$ cat src/rtl/multicycle_control_pkg.sv
// -----------------------------------------------------------------------------
// control_pkg
// Shared types and encodings for the multicycle RV32I controller.
// Contents:
//   ctrl_state_t  : controller FSM state encoding
//   OP_*          : RV32I major opcodes handled by the controller
//   ALU_*         : alu_control encodings seen by the datapath ALU
//   ALUOP_*       : internal ALUOp encodings fed to alu_decoder
//   ADR_/RES_/SRCA_/SRCB_/IMM_* : datapath mux select encodings
//   branch_taken() : Zero qualification for the branch state
// Optional feature macro: CTRL_BNE_EN (adds bne handling to the branch state).
// -----------------------------------------------------------------------------
package control_pkg;

   typedef enum logic [3:0] {
      INIT     = 4'd0,
      FETCH    = 4'd1,
      DECODE   = 4'd2,
      MEMADR   = 4'd3,
      MEMREAD  = 4'd4,
      MEMWB    = 4'd5,
      MEMWRITE = 4'd6,
      EXECUTER = 4'd7,
      EXECUTEI = 4'd8,
      ALUWB    = 4'd9,
      JAL      = 4'd10,
      BEQ      = 4'd11,
      HALT     = 4'd12
   } ctrl_state_t;

   localparam logic [6:0] OP_LOAD   = 7'b0000011;
   localparam logic [6:0] OP_STORE  = 7'b0100011;
   localparam logic [6:0] OP_RTYPE  = 7'b0110011;
   localparam logic [6:0] OP_ITYPE  = 7'b0010011;
   localparam logic [6:0] OP_JAL    = 7'b1101111;
   localparam logic [6:0] OP_BRANCH = 7'b1100011;

   localparam logic [2:0] ALU_ADD = 3'b000;
   localparam logic [2:0] ALU_SUB = 3'b001;
   localparam logic [2:0] ALU_AND = 3'b010;
   localparam logic [2:0] ALU_OR  = 3'b011;
   localparam logic [2:0] ALU_SLT = 3'b101;

   localparam logic [1:0] ALUOP_ADD   = 2'b00;
   localparam logic [1:0] ALUOP_SUB   = 2'b01;
   localparam logic [1:0] ALUOP_FUNCT = 2'b10;

   localparam logic       ADR_PC     = 1'b0;
   localparam logic       ADR_RESULT = 1'b1;

   localparam logic [1:0] RES_ALUOUT = 2'b00;
   localparam logic [1:0] RES_DATA   = 2'b01;
   localparam logic [1:0] RES_ALU    = 2'b10;

   localparam logic [1:0] SRCA_PC    = 2'b00;
   localparam logic [1:0] SRCA_OLDPC = 2'b01;
   localparam logic [1:0] SRCA_REG   = 2'b10;

   localparam logic [1:0] SRCB_REG  = 2'b00;
   localparam logic [1:0] SRCB_IMM  = 2'b01;
   localparam logic [1:0] SRCB_FOUR = 2'b10;

   localparam logic [1:0] IMM_I = 2'b00;
   localparam logic [1:0] IMM_S = 2'b01;
   localparam logic [1:0] IMM_B = 2'b10;
   localparam logic [1:0] IMM_J = 2'b11;

   localparam logic [2:0] F3_BEQ = 3'b000;
   localparam logic [2:0] F3_BNE = 3'b001;

   // True when DECODE should route a branch opcode to the branch state.
   function automatic logic branch_supported(input logic [2:0] f3);
`ifdef CTRL_BNE_EN
      return (f3 == F3_BEQ) || (f3 == F3_BNE);
`else
      return (f3 == F3_BEQ);
`endif
   endfunction

   // PC update enable for the branch state: beq takes on Zero, bne on ~Zero.
   function automatic logic branch_taken(input logic [2:0] f3, input logic zero);
`ifdef CTRL_BNE_EN
      return (f3 == F3_BNE) ? ~zero : zero;
`else
      return zero;
`endif
   endfunction

endpackage

$ cat src/rtl/multicycle_control_alu_decoder.sv
// -----------------------------------------------------------------------------
// alu_decoder
// Maps the controller's ALUOp plus instruction fields onto the ALU operation.
// Ports:
//   alu_op_i      [1:0] : 00 add, 01 sub, 10 decode from funct fields
//   funct3_i      [2:0] : instruction[14:12]
//   op5_i               : instruction[5] (1 for R-type, 0 for I-type ALU)
//   funct7_5_i          : instruction[30]
//   alu_control_o [2:0] : ALU operation select
// -----------------------------------------------------------------------------
module alu_decoder
   import control_pkg::*;
(
   input  logic [1:0] alu_op_i,
   input  logic [2:0] funct3_i,
   input  logic       op5_i,
   input  logic       funct7_5_i,
   output logic [2:0] alu_control_o
);

   // ALU operation select; unsupported funct3 values fall back to add.
   always_comb begin
      alu_control_o = ALU_ADD;
      case (alu_op_i)
         ALUOP_ADD: alu_control_o = ALU_ADD;
         ALUOP_SUB: alu_control_o = ALU_SUB;
         ALUOP_FUNCT: begin
            case (funct3_i)
               // funct7[5] is an immediate bit for addi, so only R-type may subtract
               3'b000:  alu_control_o = (op5_i && funct7_5_i) ? ALU_SUB : ALU_ADD;
               3'b010:  alu_control_o = ALU_SLT;
               3'b110:  alu_control_o = ALU_OR;
               3'b111:  alu_control_o = ALU_AND;
               default: alu_control_o = ALU_ADD;
            endcase
         end
         default: alu_control_o = ALU_ADD;
      endcase
   end

endmodule

$ cat src/rtl/multicycle_control.sv
// -----------------------------------------------------------------------------
// multicycle_control
// FSM controller for the multicycle RV32I core (lw, sw, R-type, I-type ALU,
// jal, beq). Outputs are decoded from the state (and IR fields); the only
// Mealy term is PC_write in the branch state, which follows Zero.
// Ports:
//   clk, reset (async, active-low)
//   op_code[6:0], funct3[2:0], funct7[6:0] : instruction register fields
//   Zero                                    : ALU result is zero
//   adr_src, mem_write, IR_write, reg_write, PC_write : datapath enables/selects
//   result_src, alu_src_a, alu_src_b, imm_src [1:0]   : datapath mux selects
//   alu_control[2:0]                                  : ALU operation
//   halted                                            : high in HALT
// Optional feature macro: CTRL_BNE_EN (bne shares the branch state).
// -----------------------------------------------------------------------------
module multicycle_control
   import control_pkg::*;
(
   input  logic       clk,
   input  logic       reset,
   input  logic [6:0] op_code,
   input  logic [2:0] funct3,
   input  logic [6:0] funct7,
   input  logic       Zero,
   output logic       adr_src,
   output logic       mem_write,
   output logic       IR_write,
   output logic       reg_write,
   output logic       PC_write,
   output logic [1:0] result_src,
   output logic [1:0] alu_src_a,
   output logic [1:0] alu_src_b,
   output logic [1:0] imm_src,
   output logic [2:0] alu_control,
   output logic       halted
);

   ctrl_state_t state_q, state_d;
   logic [1:0]  alu_op_s;

   // State register; reset aborts any instruction in flight.
   always_ff @(posedge clk or negedge reset) begin
      if (!reset) begin
         state_q <= INIT;
      end else begin
         state_q <= state_d;
      end
   end

   // Next-state logic.
   always_comb begin
      state_d = state_q;
      case (state_q)
         INIT:  state_d = FETCH;
         FETCH: state_d = DECODE;
         DECODE: begin
            case (op_code)
               OP_LOAD, OP_STORE: state_d = MEMADR;
               OP_RTYPE:          state_d = EXECUTER;
               OP_ITYPE:          state_d = EXECUTEI;
               OP_JAL:            state_d = JAL;
               OP_BRANCH: begin
                  if (branch_supported(funct3)) begin
                     state_d = BEQ;
                  end else begin
                     state_d = HALT;
                  end
               end
               default:           state_d = HALT;
            endcase
         end
         MEMADR: begin
            if (op_code == OP_STORE) begin
               state_d = MEMWRITE;
            end else begin
               state_d = MEMREAD;
            end
         end
         MEMREAD:  state_d = MEMWB;
         MEMWB:    state_d = FETCH;
         MEMWRITE: state_d = FETCH;
         EXECUTER: state_d = ALUWB;
         EXECUTEI: state_d = ALUWB;
         ALUWB:    state_d = FETCH;
         JAL:      state_d = ALUWB;
         BEQ:      state_d = FETCH;
         HALT:     state_d = HALT;
         default:  state_d = HALT;
      endcase
   end

   // Output decode; anything not driven in a state stays at its zero default.
   always_comb begin
      adr_src    = ADR_PC;
      mem_write  = 1'b0;
      IR_write   = 1'b0;
      reg_write  = 1'b0;
      PC_write   = 1'b0;
      result_src = RES_ALUOUT;
      alu_src_a  = SRCA_PC;
      alu_src_b  = SRCB_REG;
      imm_src    = IMM_I;
      alu_op_s   = ALUOP_ADD;
      halted     = 1'b0;
      case (state_q)
         INIT: begin
         end
         FETCH: begin
            IR_write   = 1'b1;
            PC_write   = 1'b1;
            alu_src_a  = SRCA_PC;
            alu_src_b  = SRCB_FOUR;
            result_src = RES_ALU;
         end
         DECODE: begin
            // Precompute the jump/branch target from OldPC while decoding.
            alu_src_a = SRCA_OLDPC;
            alu_src_b = SRCB_IMM;
            if (op_code == OP_JAL) begin
               imm_src = IMM_J;
            end else begin
               imm_src = IMM_B;
            end
         end
         MEMADR: begin
            alu_src_a = SRCA_REG;
            alu_src_b = SRCB_IMM;
            if (op_code == OP_STORE) begin
               imm_src = IMM_S;
            end else begin
               imm_src = IMM_I;
            end
         end
         MEMREAD: begin
            adr_src = ADR_RESULT;
         end
         MEMWB: begin
            result_src = RES_DATA;
            reg_write  = 1'b1;
         end
         MEMWRITE: begin
            adr_src   = ADR_RESULT;
            mem_write = 1'b1;
         end
         EXECUTER: begin
            alu_src_a = SRCA_REG;
            alu_src_b = SRCB_REG;
            alu_op_s  = ALUOP_FUNCT;
         end
         EXECUTEI: begin
            alu_src_a = SRCA_REG;
            alu_src_b = SRCB_IMM;
            imm_src   = IMM_I;
            alu_op_s  = ALUOP_FUNCT;
         end
         ALUWB: begin
            reg_write = 1'b1;
         end
         JAL: begin
            // Link value PC+4 = OldPC+4; PC takes the target held in ALUOut.
            alu_src_a = SRCA_OLDPC;
            alu_src_b = SRCB_FOUR;
            PC_write  = 1'b1;
         end
         BEQ: begin
            alu_src_a = SRCA_REG;
            alu_src_b = SRCB_REG;
            alu_op_s  = ALUOP_SUB;
            PC_write  = branch_taken(funct3, Zero);
         end
         HALT: begin
            halted = 1'b1;
         end
         default: begin
         end
      endcase
   end

   alu_decoder u_alu_decoder (
      .alu_op_i      (alu_op_s),
      .funct3_i      (funct3),
      .op5_i         (op_code[5]),
      .funct7_5_i    (funct7[5]),
      .alu_control_o (alu_control)
   );

endmodule
$ cat config.mk
export PLATFORM = sky130hd
export DESIGN_NAME = multicycle_control
export DESIGN_NICKNAME = d
export VERILOG_FILES = /design/src/rtl/multicycle_control_pkg.sv /design/src/rtl/multicycle_control_alu_decoder.sv /design/src/rtl/multicycle_control.sv
export SDC_FILE = /design/constraint.sdc
export NUM_CORES = 1
export LEC_CHECK = 0
export ABC_AREA = 1
export CAP_MARGIN = 20
export CORE_AREA = 2 2 44 46
export DETAILED_ROUTE_END_ITERATION = 16
export DIE_AREA = 0 0 46 48
export PLACE_DENSITY = 0.85
export SLEW_MARGIN = 20
export SYNTH_ARGS = -nofsm -noshare
export SYNTH_HDL_FRONTEND = slang
export SYNTH_HIERARCHICAL = 1
export SYNTH_SLANG_ARGS = --single-unit
export TNS_END_PERCENT = 50
$ cat constraint.sdc
create_clock -name clk -period 2.55 [get_ports clk]
set_clock_uncertainty 0.1 [all_clocks]
set_input_delay 0.765 -clock clk [delete_from_list [all_inputs] [get_ports clk]]
set_output_delay 0.765 -clock clk [all_outputs]
set_load 0.01 [all_outputs]
# Word level (Yosys, flattened, before mapping)

Cells that the tools add are included.

Bits in writable memories: 0
Logic and storage cells: 57
Bits in read-only memories: 0
Memories: 0
Bits in latches: 0
Register bits: 4

Eq/ne operators: 23
Multipliers: 0
Shift operators: 0
Mux-type cells: 20
Bitwise operators: 0
Div/mod/pow operators: 0
$add $sub $neg: 0
Reduce and logical (&&, ||, !) cells: 13
Magnitude comparators: 0

Operators by type and width:

| kind                 | number |
|---|---|
| $pmux W4 S6          | 1 |
| $eq A4 B4 Y1 const B | 5 |
| $pmux W2 S2          | 5 |
| $pmux W4 S5          | 1 |
| $eq A4 B3 Y1 const B | 4 |
| $eq A7 B6 Y1 const B | 2 |
| $eq A7 B7 Y1 const B | 2 |
| $pmux W3 S4          | 1 |
| $reduce_or A2 Y1     | 6 |
| $eq A4 B2 Y1 const B | 2 |
| $mux W1              | 8 |
| $eq A7 B2 Y1 const B | 1 |
| $eq A7 B5 Y1 const B | 1 |
| $eq A3 B3 Y1 const B | 2 |
| $pmux W3 S2          | 1 |
| $reduce_or A3 Y1     | 2 |
| $reduce_or A5 Y1     | 1 |
| $eq A4 B1 Y1 const B | 1 |
| $logic_not A4 Y1     | 1 |
| $reduce_or A4 Y1     | 1 |
| $eq A3 B2 Y1 const B | 1 |
| $logic_not A3 Y1     | 1 |
| $mux W3              | 1 |
| $eq A2 B1 Y1 const B | 1 |
| other kinds (4)      | 4 |

# Logic depth before layout (Yosys ltp)

Depth after elaboration: 5
Mapped depth: 11
Mapped depth without buffers: 11

# Cells and area by module

Netlist, hierarchy kept.

By module, submodules not included:

| module             | times used | sequential area each (µm²) | cells an instance | area an instance (µm²) |
|---|---|---|---|---|
| multicycle_control | 1          | 100.1                      | 84                | 470.5 |
| alu_decoder        | 1          | 0.0                        | 17                | 91.3 |

# Least setup slack after synthesis

No wires, ideal clock.

Path kind: reg2out
From: reg state_q[2]
To: out alu_control[2]
Arrival time: 1463 ps
Required time: 1685 ps
Stages on the path, launching flop included: 11
Buffers on the path: 0
Setup slack: 222 ps
Cells stage by stage: dfrtp_1 -> inv_2 -> nand2_2 -> inv_1 -> nand3_1 -> inv_1 -> inv_1 -> ha_1 -> inv_1 -> nand4_1 -> nor2_1

Longest elaborated chain between the ends: 5

RTL lines:

| what                                         | line                                 | RTL |
|---|---|---|
| from (decl)                                  | multicycle_control.sv:38             | `ctrl_state_t state_q, state_d;` |
| from (signal assigned)                       | multicycle_control.sv:46             | `state_q <= state_d;` |
| $eq A4 B4 Y1 or $eq A4 B3 Y1 (tied branches) | multicycle_control.sv:105            | `case (state_q)` |
| $reduce_or A2 Y1 (no line)                   | --                                   |  |
| $pmux W2 S2 *                                | multicycle_control.sv:105            |  |
| named net alu_op_s[0]                        | multicycle_control.sv:39             | `logic [1:0] alu_op_s;` |
| $eq A2 B2 Y1 or $eq A2 B1 Y1 (tied branches) | multicycle_control_alu_decoder.sv:24 | `case (alu_op_i)` |
| $pmux W3 S2 *                                | multicycle_control_alu_decoder.sv:24 |  |
| to (decl)                                    | multicycle_control.sv:34             | `output logic [2:0] alu_control,` |

Mark *: on every way through the listed nets, which the timed path passes. The rest lies on a longest branch.

# Worst setup path in the final report

From: reg state_q[1]
To: out alu_control[2]

Same word-level chain as after synthesis.

==> run_results.csv <==
group,metric,value,unit
status,status,"complete, but fails checks",
status,violations,"negative setup slack",
logic_synthesis,synth-edff-count,0,
clock_tree,clk_pin_slew_worst_paths,40,ps
placement,place_hpwl,1470,um
placement,postPlaceCellArea,1040,um2
layout,largest_reg_flops,4,
logic_synthesis,ys_warn_count,6,
drt,drt_iter0_drc,26,
drt,avgRoutedWirePerCell,11.7,um
grt,grt_start_max_net_pins,7,
sta,hold_ws,592,ps
clock_tree,cts_buffers,3,
logic_synthesis,synth_top_area_cell,"dfrtp_1",
setup_path,r2r_slack,1070,ps
setup_path,max_stage_delay,430,ps
sta,tightest_slew,192,ps
pwr,p_clk_frac,0.421,
grt,grt_pass1_wl,3250,um
floorplanning,die_y,48,um
clock_tree,cts_tree,"yes",
sta,maxSlewHeadroom,0.872,
pwr,leakagePower,0.728,nW
grt,track_usage,0.207,
sta,slew_viol_final,0,
logic_synthesis,synthesis.instances,101,
setup_path,crit_path_cell_trace,"nand2_1, nor2_4, nor2_4, inv_2, ha_4, inv_1, nand4_1, nor2_1, buf_2",
setup_path,startpoint,"state_q[1]$_DFF_PN0_",
grt,antenna_found_initial,0,
setup_path,worst-path-buf-inv,3,
sta,setup_violations,2,
logic_synthesis,synthTopCellsByArea,"dfrtp_1 (18%), nand2_1 (16%), inv_1 (13%)",
clock_tree,cts_buffer_depth,2,
logic_synthesis,ys_seq_area_frac,0.178,
setup_path,cp-end-kind,"primary output",
setup_path,critical_path.slowest_cell,"dfrtp_2",
logic_synthesis,synth_cell_types,19,
setup_path,critical-path-top-delay-family,"simple AND/OR/NAND/NOR gates",
setup_path,rr_worst_depth,7,
layout,multi_input_area,442,um2
logic_synthesis,async_flop_share,1.00,
layout,final_area,1170,um2
layout,syn_to_final_growth,109,%
pwr,power_density,168,nW/um2
clock_tree,clock_latency,250,ps
floorplanning,die_area,2210,um2
setup_path,cp.arrival,1710,ps
grt,grt_overflow_total,0,
setup_path,setup.worst_path.end,"alu_control[2]",
logic_synthesis,synth_area_per_cell,5.56,um2
setup_path,reg2reg_from,"state_q[3]$_DFF_PN0_",
floorplanning,fp-row-count,15,
pwr,p_int,0.146,mW
floorplanning,core,1690,um2
flow_run,maxCapViolCount,0,
drt,detail_route.vias_per_cell,4.76,
logic_synthesis,netlist.area_leader.share,0.178,
pwr,swShare,0.258,
floorplanning,die_w,46,um
sta,setup_slack,-24.8,ps
layout,fill_cells,140,
pwr,p_sw,0.0510,mW
sta,grt_setup_unrepaired,"true",
drt,dr.pass1.iters,4,
hold_path,min_path_type,"reg2reg",
setup_path,cp_num_cells,9,
drt,drc_errors,0,
setup_path,cpMostUsedCell,"nor2_4",
logic_synthesis,syn_nets,123,
sta,finalCritPeriodShare,1.01,
placement,portBuffers,30,
pwr,pwr-share-comb,0.256,
placement,gp_congestion,0.903,
sta,final.min_clock_period,2570,ps
setup_path,r2r_end,"state_q[1]$_DFF_PN0_",
logic_synthesis,synth_area,562,um2
pwr,ir_worst_vdd,276,uV
logic_synthesis,synth_flop_cell,"dfrtp_1",
clock_tree,cts_sinks,4,
floorplanning,boundaryPins,37,
drt,via_count,852,
sta,fmax,0.388,GHz
grt,grt_pass1_vias,777,
setup_path,worstSetupStartpointType,"flip-flop",
pwr,seq_power_share,0.323,
clock_tree,cts_root_buffer,"clkbuf_4",
drt,final_antenna_net_count,0,
floorplanning,initial_core_util,0.333,
layout,nets,186,
logic_synthesis,ys_seq_elements,4,
layout,antenna_cells,0,
setup_path,crit_required,1690,ps
layout,regArea,101,um2
setup_path,cp_max_fo,6,
layout,top_register,"state_q",
setup_path,critical_path_class,"reg2out",
layout,largestRegisters,"state_q: 4 flops",
layout,drive_gt1_frac,0.414,
sta,hold_violations,0,
drt,wirelength,2100,um
clock_tree,h-tree-depth,1,
through the flow:
stage | TNS, ps | worst slack [ps] | std cells | utilization | power [mW]
floorplan | 0 | 222 | 101 | - | 0.0748
global placement | -1890 | -665 | 169 | 0.616 | 0.107
detailed placement | -1940 | -688 | 169 | 0.616 | 0.109
CTS | -241 | -106 | 178 | 0.664 | 0.199
global route | -278 | -116 | 179 | 0.695 | 0.210
finish | -45.7 | -24.8 | 179 | 0.695 | 0.197
worst min-delay path by stage:
| stage | endpoint | start | depth (start not counted) | slack, ps |
|---|---|---|---|---|
| 2_1_floorplan | state_q[0]$_DFF_PN0_ | reset | 0 | 370 |
| 3_3_place_gp | state_q[3]$_DFF_PN0_ | state_q[3]$_DFF_PN0_ | 2 | 510 |
| 3_5_place_dp | state_q[3]$_DFF_PN0_ | state_q[3]$_DFF_PN0_ | 2 | 540 |
| 4_1_cts | state_q[3]$_DFF_PN0_ | state_q[3]$_DFF_PN0_ | 2 | 560 |
| 5_1_grt | state_q[0]$_DFF_PN0_ | reset | 1 | 630 |
| 6_report | state_q[3]$_DFF_PN0_ | state_q[3]$_DFF_PN0_ | 2 | 590 |
layout by cell type (no fill, tap or decap), types with 2 or more instances in the layout:
master / instances
buf_4: 29
nand2_1: 21
inv_1: 15
nand3_1: 12
nor2_1: 10
dlygate4sd2_1: 9
clkdlybuf4s50_1: 8
inv_2: 7
nor2_4: 7
nand2_2: 6
dlymetal6s2s_1: 6
nor2_2: 3
a21oi_1: 3
clkbuf_4: 3
buf_2: 3
dfrtp_1: 3
o21ai_0: 2
nand4_1: 2
per-layer routing:
metal  global-route usage  vias to the layer above  share of wire
li1                     -                      439              -
met1                0.258                      378           0.42
met2                0.350                       33           0.52
met3               0.0491                        2          0.057
met4               0.0686                        0         0.0067
met5                    0                        -              0
layout make-up:
cell class / instances / share of cell area
Timing Repair Buffer: 59 / 0.430
Multi-Input combinational cell: 74 / 0.376
Sequential cell: 4 / 0.0864
Inverter: 22 / 0.0704
Clock buffer: 3 / 0.0192
Tap cell: 17 / 0.0181
cell families (layout without fill, tap and decap cells):
kind of cell / Yosys count / count (layout) / share of synthesized area
buffers and inverters: 23 / 84 / 0.160
adder cells (fa/ha/maj): 2 / 2 / 0.0445
flip-flops: 4 / 4 / 0.178
AO/OA/AOI/OAI: 8 / 8 / 0.0846
AND/OR/NAND/NOR: 64 / 64 / 0.532
power by group through the flow:
stage	sequential (mW)	combinational, mW	clock, mW
final	0.0638	0.0505	0.0832
after global routing	0.0637	0.0549	0.0914
after CTS	0.0638	0.0481	0.0866
after detailed placement	0.0646	0.0441	0
after global placement	0.0646	0.0426	0
after floorplan	0.0647	0.0101	0
tightest hold or removal path: cells and delay by family (launching register included):
family | cells | cell delay [ps]
and+or+nand+nor | 2 | 230
DFF | 1 | 410
synth_stat cells (3+ instances only):
cell	n
inv_1	19
nor2_2	4
dfrtp_1	4
inv_2	3
nand3_1	12
a21oi_1	3
nor2_1	14
nand2_1	24
nand2_2	4
repair_timing:
item                                    CTS  global route
gates resized for setup                  36            25
pin swaps                                11             6
hold endpoints to repair                  0             0
setup buffers                             6             1
hold buffers                              0             0
endpoints found under the setup margin    9            10
(Power assumes the default switching activity.)
